**src/rtl/mon_packet_tx_if.sv**
```systemverilog
`default_nettype none
// ============================================================================
// mon_packet_tx_if : valid/ready packet port feeding the monitor-link serializer
// Rev 1.0
// ============================================================================
interface mon_packet_tx_if;
  logic [39:0] tx_data;
  logic        tx_valid;
  logic        tx_ready;

  modport master (output tx_data, output tx_valid, input  tx_ready);
  modport slave  (input  tx_data, input  tx_valid, output tx_ready);
endinterface
`default_nettype wire

```
**src/rtl/mon_packet_tx.sv**
```systemverilog
`default_nettype none
// ============================================================================
// mon_packet_tx : 40-bit monitor-link packet serializer behind a 2-entry FIFO
// Rev 1.0
// ============================================================================
module mon_packet_tx #(
  parameter int GAP = 4
) (
  input  logic             mon_clk,
  input  logic             rst_n,
  mon_packet_tx_if.slave   tx,
  output logic             to_mon,
  output logic             sent,
  output logic             busy
);

  localparam logic [7:0] C_GAP_LOAD = 8'(GAP - 1);
  localparam logic [5:0] C_BIT_LOAD = 6'd39;

  typedef enum logic [2:0] {
    ST_IDLE  = 3'd0,
    ST_START = 3'd1,
    ST_DATA  = 3'd2,
    ST_STOP  = 3'd3,
    ST_GAP   = 3'd4
  } state_t;

  state_t      state, state_nxt;
  logic [5:0]  bit_cnt, bit_cnt_nxt;
  logic [7:0]  gap_cnt, gap_cnt_nxt;
  logic [39:0] shreg, shreg_nxt;
  logic        to_mon_nxt, sent_nxt, busy_nxt;

  logic [39:0] mem [2];
  logic        wr_ptr, rd_ptr;
  logic [1:0]  count;
  logic        push, pop;

  assign tx.tx_ready = (count != 2'd2);
  assign push        = tx.tx_valid && tx.tx_ready;

  always_ff @(posedge mon_clk) begin
    if (push) begin
      mem[wr_ptr] <= tx.tx_data;
    end
  end

  // Line outputs are registered from the current state, so each bit appears
  // one edge after the FSM enters the state that produces it.
  always_comb begin
    state_nxt   = state;
    bit_cnt_nxt = bit_cnt;
    gap_cnt_nxt = gap_cnt;
    shreg_nxt   = shreg;
    pop         = 1'b0;
    to_mon_nxt  = 1'b1;
    sent_nxt    = 1'b0;
    busy_nxt    = (state != ST_IDLE) || (count != 2'd0);
    case (state)
      ST_IDLE: begin
        if (count != 2'd0) begin
          pop       = 1'b1;
          shreg_nxt = mem[rd_ptr];
          state_nxt = ST_START;
        end
      end
      ST_START: begin
        to_mon_nxt  = 1'b0;
        bit_cnt_nxt = C_BIT_LOAD;
        state_nxt   = ST_DATA;
      end
      ST_DATA: begin
        to_mon_nxt = shreg[39];
        shreg_nxt  = {shreg[38:0], 1'b0};
        if (bit_cnt == 6'd0) begin
          state_nxt = ST_STOP;
        end else begin
          bit_cnt_nxt = bit_cnt - 6'd1;
        end
      end
      ST_STOP: begin
        sent_nxt    = 1'b1;
        gap_cnt_nxt = C_GAP_LOAD;
        state_nxt   = ST_GAP;
      end
      ST_GAP: begin
        if (gap_cnt == 8'd0) begin
          if (count != 2'd0) begin
            pop       = 1'b1;
            shreg_nxt = mem[rd_ptr];
            state_nxt = ST_START;
          end else begin
            state_nxt = ST_IDLE;
          end
        end else begin
          gap_cnt_nxt = gap_cnt - 8'd1;
        end
      end
      default: state_nxt = ST_IDLE;
    endcase
  end

  always_ff @(posedge mon_clk or negedge rst_n) begin
    if (!rst_n) begin
      state   <= ST_IDLE;
      bit_cnt <= '0;
      gap_cnt <= '0;
      shreg   <= '0;
      to_mon  <= 1'b1;
      sent    <= 1'b0;
      busy    <= 1'b0;
      count   <= 2'd0;
      wr_ptr  <= 1'b0;
      rd_ptr  <= 1'b0;
    end else begin
      state   <= state_nxt;
      bit_cnt <= bit_cnt_nxt;
      gap_cnt <= gap_cnt_nxt;
      shreg   <= shreg_nxt;
      to_mon  <= to_mon_nxt;
      sent    <= sent_nxt;
      busy    <= busy_nxt;
      if (push) begin
        wr_ptr <= ~wr_ptr;
      end
      if (pop) begin
        rd_ptr <= ~rd_ptr;
      end
      case ({push, pop})
        2'b10:   count <= count + 2'd1;
        2'b01:   count <= count - 2'd1;
        default: count <= count;
      endcase
    end
  end

endmodule
`default_nettype wire

```
**src/flat_wrapper.sv**
```systemverilog
// flat-port wrapper written by rule: the top's interface ports become plain ports
module mon_packet_tx_flat 
#(
  parameter int GAP = 4
)
  (mon_clk, rst_n, to_mon, sent, busy, tx_tx_data, tx_tx_valid, tx_tx_ready);
  mon_packet_tx_if tx_i ();
  input  logic mon_clk;
  input  logic rst_n;
  output logic to_mon;
  output logic sent;
  output logic busy;
  input wire logic [$bits(tx_i.tx_data)-1:0] tx_tx_data;
  input wire logic [$bits(tx_i.tx_valid)-1:0] tx_tx_valid;
  output wire logic [$bits(tx_i.tx_ready)-1:0] tx_tx_ready;
  assign tx_i.tx_data = tx_tx_data;
  assign tx_i.tx_valid = tx_tx_valid;
  assign tx_tx_ready = tx_i.tx_ready;
  mon_packet_tx #(.GAP(GAP)) u_core (.mon_clk(mon_clk), .rst_n(rst_n), .tx(tx_i), .to_mon(to_mon), .sent(sent), .busy(busy));
endmodule
```
**config.mk**
```make
export PLATFORM = sky130hd
export DESIGN_NAME = mon_packet_tx_flat
export DESIGN_NICKNAME = d
export VERILOG_FILES = /design/src/rtl/mon_packet_tx_if.sv /design/src/rtl/mon_packet_tx.sv /design/src/flat_wrapper.sv
export SDC_FILE = /design/constraint.sdc
export NUM_CORES = 1
export LEC_CHECK = 0
export ABC_CLOCK_PERIOD_IN_PS = 7900
export BUFFER_PORTS_ARGS = -buffer_cell sky130_fd_sc_hd__buf_2
export CAP_MARGIN = 20
export CORE_AREA = 4 4 145 105
export CTS_BUF_LIST = sky130_fd_sc_hd__clkbuf_4
export DETAILED_ROUTE_END_ITERATION = 6
export DIE_AREA = 0 0 149 109
export HOLD_SLACK_MARGIN = 0.05
export SYNTH_ARGS = -nofsm -noshare
export SYNTH_HDL_FRONTEND = slang
export SYNTH_SLANG_ARGS = --single-unit
```
**constraint.sdc**
```tcl
create_clock -name mon_clk -period 7.9 [get_ports mon_clk]
set_clock_uncertainty 0.2 [all_clocks]
set_input_delay 0.79 -clock mon_clk [delete_from_list [all_inputs] [get_ports mon_clk]]
set_output_delay 0.79 -clock mon_clk [all_outputs]
set_load 0.1 [all_outputs]
```
=== Yosys cells after proc, flatten, opt, wreduce, memory -nomap -nowiden ===
Memories as Yosys holds them, arrays and structs flattened.
Cells that the tools add are included.

* Reduce and logical (&&, ||, !) cells: 15
* Bitwise gates (word level): 2
* Equality and inequality tests: 12
* Mux-type cells: 20
* Add/subtract/negate cells: 4

{| class="wikitable"
|+ Operators by type and width
! cell !! number
|-
| one-hot mux 40 bit (3 select lines) || 1
|-
| two-way mux 40 bit || 2
|-
| one-hot mux 8 bit (2 select lines) || 1
|-
| one-hot mux 3 bit (5 select lines) || 1
|-
| one-hot mux 6 bit (2 select lines) || 1
|-
| two-way mux 3 bit || 3
|-
| logical NOT 8 bit || 1
|-
| two-way mux 8 bit || 1
|-
| nonzero test 2 bit || 4
|-
| subtractor 8 x 1 -> 8 bit (second input constant) || 1
|-
| equality test 3 x 2 -> 1 bit (second input constant) || 2
|-
| logical NOT 6 bit || 1
|-
| two-way mux 1 bit || 6
|-
| two-way mux 6 bit || 1
|-
| inequality test 2 x 1 -> 1 bit (second input constant) || 3
|-
| inequality test 2 bit (second input constant) || 3
|-
| AND reduction 2 bit || 3
|-
| nonzero test 3 bit || 2
|-
| subtractor 6 x 1 -> 6 bit (second input constant) || 1
|-
| one-hot mux 1 bit (2 select lines) || 2
|-
| one-hot mux 2 bit (2 select lines) || 1
|-
| equality test 3 x 1 -> 1 bit (second input constant) || 1
|-
| equality test 3 bit (second input constant) || 1
|-
| logical NOT 3 bit || 1
|-
| 8 further kinds || 9
|}

* Memories kept: 1
* Logic and storage cells: 64
* Bits in registers: 64
* Output and inout bits: 4
* Bits of input ports: 43
* Memory bits (writable): 80

{| class="wikitable"
|+ Memory list
! memory !! words !! bits a word !! read ports !! clocked after Yosys merged registers in !! wr ports !! RTL line !! RTL
|-
| u_core.mem || 2 || 40 || 1 || 0 || 1 || mon_packet_tx.sv:34 || <nowiki>logic [39:0] mem [2];</nowiki>
|}

=== Logic depth before layout (Yosys ltp) ===
* Depth in word-level cells: 6
* Mapped depth: 9

=== Worst setup path after synthesis ===
OpenSTA, ideal clock, no wires.

* Path type: flip-flop to flip-flop
* Start: register u_core.count[0]
* End: memory u_core.mem[0][0], enable pin
* Arrival time: 3.210 ns
* Cell stages (with the launch flop): 4
* Setup slack: 4.053 ns
* Required time: 7.262 ns
* Buffers on the path: 0
* Clock period less this slack: 3.847 ns
* Library setup time: 0.438 ns
* Cells stage by stage: dfrtp_1 > nand2b_1 > nand2_1 > nor2_1

* Word-level cells in the longest chain between the ends: 4

{| class="wikitable"
|+ Ends and longest elaborated chain
! element !! RTL line !! RTL
|-
| from (decl) || mon_packet_tx.sv:36 || <nowiki>logic [1:0] count;</nowiki>
|-
| from (signal assigned) || mon_packet_tx.sv:130 || <nowiki>2'b10: count <= count + 2'd1;</nowiki>
|-
| from (signal assigned) || mon_packet_tx.sv:131 || <nowiki>2'b01: count <= count - 2'd1;</nowiki>
|-
| from (signal assigned) || mon_packet_tx.sv:132 || <nowiki>default: count <= count;</nowiki>
|-
| inequality test 2 bit || mon_packet_tx.sv:39 || <nowiki>assign tx.tx_ready = (count != 2'd2);</nowiki>
|-
| via tx_tx_ready || flat_wrapper.sv:15 || <nowiki>output wire logic [$bits(tx_i.tx_ready)-1:0] tx_tx_ready;</nowiki>
|-
| logical AND 1 bit || mon_packet_tx.sv:40 || <nowiki>assign push = tx.tx_valid && tx.tx_ready;</nowiki>
|-
| two-way mux 1 bit || mon_packet_tx.sv:43 || <nowiki>if (push) begin</nowiki>
|-
| two-way mux 1 bit (implied by the code) || mon_packet_tx.sv:44 || <nowiki>mem[wr_ptr] <= tx.tx_data;</nowiki>
|-
| to (decl) || mon_packet_tx.sv:34 ||
|}

The timed path passes the listed nets, and every way through them passes these cells.

=== Worst setup path in the final report ===
* Start: register u_core.gap_cnt[0]
* End: register u_core.shreg[10]

* Word-level cells in the longest chain between the ends: 3

{| class="wikitable"
|+ Ends and longest elaborated chain
! element !! RTL line !! RTL
|-
| from (decl) || mon_packet_tx.sv:30 || <nowiki>logic [7:0] gap_cnt, gap_cnt_nxt;</nowiki>
|-
| from (signal assigned) || mon_packet_tx.sv:118 || <nowiki>gap_cnt <= gap_cnt_nxt;</nowiki>
|-
| logical NOT 8 bit || mon_packet_tx.sv:87 || <nowiki>if (gap_cnt == 8'd0) begin</nowiki>
|-
| inequality test 2 x 1 -> 1 bit (no line) || -- ||
|-
| AND reduction 2 bit (no line) || -- ||
|-
| to (signal assigned) || mon_packet_tx.sv:119 || <nowiki>shreg <= shreg_nxt;</nowiki>
|-
| to (decl) || mon_packet_tx.sv:31 || <nowiki>logic [39:0] shreg, shreg_nxt;</nowiki>
|}

No other way between the ends.
A chain may end at the register's enable or synchronous reset.

==> summary.md <==
The total congestion overflow was 0; the area growth from synthesis to layout was 12.3%. Setup repair after global routing left no endpoint under its margin. The count of clock tree sinks is 144, and the overall via count from detail_route is 3264. The post-CTS setup repair buffer count is 0, and the clock-pin slew on the worst setup and hold paths is 140 ps. The run gives 36 as the count of different cell masters after synthesis. The type of the worst setup path was reg2reg. For the final max-slew violation count, the log shows 0.

Clock latency on the worst-skew pair, taken at its later pin, is 540 ps. The congestion estimate from routability-driven global placement came to 0.723. The tools report the number of hold-slack violations in the final timing report as 0.

The most area-hungry cell type in the Yosys netlist is sky130_fd_sc_hd__edfxtp_1. The total power density per cell area was 407 nW/um^2. In this run the worst path has a maximum fanout of 41.

Global routing consumed, on the met3 layer, 3.70% of the routing resources. After clock tree synthesis, the repair step resized 0 gates. The count of placed standard cells in the final layout, fillers left out was 666. The global-route wire length before repair came out at 16.4 mm. Launching point of the worst reg2reg path: u_core.gap_cnt[0]. Pin placement for this block handled 47 I/O pins.

Data arrives at the worst endpoint at 3240 ps. After detailed routing, the number of remaining DRC violations is 0. The number of buffers inserted during clock tree synthesis was 17. The library cells used most frequently in the layout, excluding fill and tap cells, are 80 x sky130_fd_sc_hd__edfxtp_1, 62 x sky130_fd_sc_hd__dfrtp_1, 46 x sky130_fd_sc_hd__mux2i_1, 46 x sky130_fd_sc_hd__buf_2, 45 x sky130_fd_sc_hd__nand2_1.

The final sum of negative setup slack came out at 0 ps. Placed wire-length estimate after detailed placement: 6.06 mm. Row generation in the floorplan step produced 36 rows.

Area share of the largest cell type after synthesis: 40.1%. The capturing point of the worst reg2reg path was u_core.shreg[10]. The post-route minimum period was 3020 ps. The commonest non-fill, non-tap cell in the layout is sky130_fd_sc_hd__edfxtp_1. In this run the standard cell core region covers 13800 sq um. In the synthesized netlist the dominant register cell turns out to be sky130_fd_sc_hd__edfxtp_1. After synthesis, the cell types taking the most area are sky130_fd_sc_hd__edfxtp_1 40%, sky130_fd_sc_hd__dfrtp_1 26%, sky130_fd_sc_hd__mux2_4 9.5%, sky130_fd_sc_hd__mux2i_1 7.7%, sky130_fd_sc_hd__o21ai_0 3.2%. The tree is rooted in a sky130_fd_sc_hd__clkbuf_4. Number of instances in the placed design: 632.

Prior to clock tree synthesis, the placed netlist has a worst setup slack of 4930 ps. Worst endpoint required time: 8120 ps. Sequential cells were found to cover 66.8% of the synthesized design area. Summed over all cells, the static leakage comes to 2.78 nW.

The die covers 16200 sq um. The total of flip-flops plus latches after synthesis is 144. The logs give 38.5% for the tightest slew margin relative to the limit and 0 for the count of endpoints failing setup in the final report. The setup slack after layout came out at 4880 ps. For the routing usage on met1, the log shows 19.0%. In this run the deepest clock path goes through 2 buffers. The transition at the pin with the smallest max-transition slack is 921 ps, and the fraction of met2 tracks used by global routing is 19.1%. Entering global routing, the biggest net connects 65 pins.

After detailed routing, the total wire length is 10.2 mm. The tools report the mapped cell area as 6000 sq um. Type of element launching the critical path: a flip-flop. The fraction of layout instances using a drive strength above 1 is 28.2%. The flow ran to the end, and the final reports show no timing, DRC or antenna violations. The net count of the finished layout is 509. The total number of H-tree levels was 4; the fraction of registers with async set or reset after synthesis was 44.4%. The tools report the number of hold buffers added after cts as 0.

The die span in x works out to 149 um. For the via count of the first global-routing pass, the log shows 3197. After detailed routing, the number of vias per cell comes to 4.90. The port buffer count was 46; the mean instance size in the synthesized netlist was 14.7 sq um. The first routing iteration left 209 violations.

The gate count of the mapped netlist is 409. The initial core utilization was 43.5%. The final worst-path cycle share was 38.3%. In this run the vertical extent of the chip is 109 um. STA classifies the critical path endpoint as a flip-flop. For the net count of the mapped netlist, the log shows 456.

Most utilized layer in the global route result: met2. Total track usage: 13.2%. The count of flip-flops with a built-in enable after synthesis was 80.

The worst reg2reg path depth came out at 7. Setup slack on the worst reg-to-reg path comes out at 4880 ps. Based on the critical path, the design can be clocked at up to 331 MHz. Wire length per cell after detailed routing: 15.3 um.

The run gives 0 as the number of max-capacitance violations reported. The run gives 6 as the number of optimization iterations in the first detailed-route pass. Count of antenna-violating nets left after detailed routing: 0. The logs give 1 for the initial antenna violation count and 0 for the Yosys warning count.

For this run, the share of the core covered by cells in the final layout is 48.9%. TritonCTS built the clock tree. Peak ir drop on the vdd network: 177 uV. The worst hold path belongs to the class in2async.
==> per-layer routing <==
metal / part of all wire [%] / vias to the layer above
li1: - / 1591
met5: 0 / -
met3: 4.4 / 13
met4: 1.1 / 0
met1: 51 / 1599
met2: 43 / 61
==> final cells by class <==
| cell class | count | area [sq um] |
|---|---|---|
| flip-flops and latches | 144 | 4010 |
| diodes | 1 | 2.50 |
| clock inverters | 15 | 158 |
| repair buffers | 53 | 295 |
| multi-input cells | 240 | 1880 |
| inverters | 6 | 22.5 |
| clock buffers | 17 | 128 |
| well taps | 190 | 238 |
| fillers | 1217 | 7050 |
==> stage by stage <==
step / instance area (sq um) / power [mW] / hold slack, ps
after CTS: 6710 / 2.76 / 192
after floorplan: 6000 / 2.09 / 242
after global routing: 6730 / 2.92 / 179
after detailed placement: 6430 / 2.29 / 276
final: 6730 / 2.74 / 186
after global placement: 6430 / 2.25 / 268
==> sequential cells by signal, indices dropped and copies added (netlist names), 2 cells and up <==
name,flops
u_core.mem,80
u_core.shreg,40
u_core.gap_cnt,8
u_core.bit_cnt,6
u_core.state,3
u_core.count,2
==> cells by family after synthesis <==
group | synth area share (%)
flip-flops | 66.8
AND/OR/NAND/NOR | 6.82
multiplexers | 17.4
AO/OA/AOI/OAI | 4.96
buffers and inverters | 2.07
XOR/XNOR | 1.17
adder cells (fa/ha/maj) | 0.834
==> power by group <==
group          internal [mW]  leakage (nW)  switching [mW]
registers               1.06          1.50           0.131
logic                  0.545          1.13           0.534
clock network          0.191         0.146           0.281
total                   1.79          2.78           0.946
==> Yosys cell counts (all sizes together) (3+ instances only) <==
| library cell | instances |
|---|---|
| edfxtp | 80 |
| dfrtp | 63 |
| mux2i | 46 |
| nand2 | 45 |
| mux2 | 39 |
| o21ai | 38 |
| nor2 | 16 |
| clkbuf | 13 |
| nor3 | 9 |
| a21oi | 6 |
| buf | 6 |
| inv | 6 |
| xor2 | 5 |
| ha | 4 |
| nor3b | 4 |
| a31oi | 3 |
| xnor2 | 3 |
==> worst max-delay path, cell delays in order (launching register included) <==
cell and delay (ps):
sky130_fd_sc_hd__dfrtp_1 440, sky130_fd_sc_hd__inv_1 70, sky130_fd_sc_hd__ha_1 220, sky130_fd_sc_hd__or4b_4 490, sky130_fd_sc_hd__o21a_1 290, sky130_fd_sc_hd__a2111o_2 420, sky130_fd_sc_hd__buf_4 360, sky130_fd_sc_hd__mux2_4 390
==> worst max path at each step <==
stage,startpoint,end,slack [ps],depth (start not counted)
2_1_floorplan,u_core.count[0],u_core.mem[0][0],4050,3
3_3_place_gp,u_core.gap_cnt[0],u_core.shreg[15],5000,7
3_5_place_dp,u_core.gap_cnt[0],u_core.shreg[10],4930,7
4_1_cts,u_core.gap_cnt[0],u_core.shreg[29],4880,7
5_1_grt,u_core.gap_cnt[0],u_core.shreg[4],4770,7
6_report,u_core.gap_cnt[0],u_core.shreg[10],4880,7
Power figures use the tool's default switching activity.
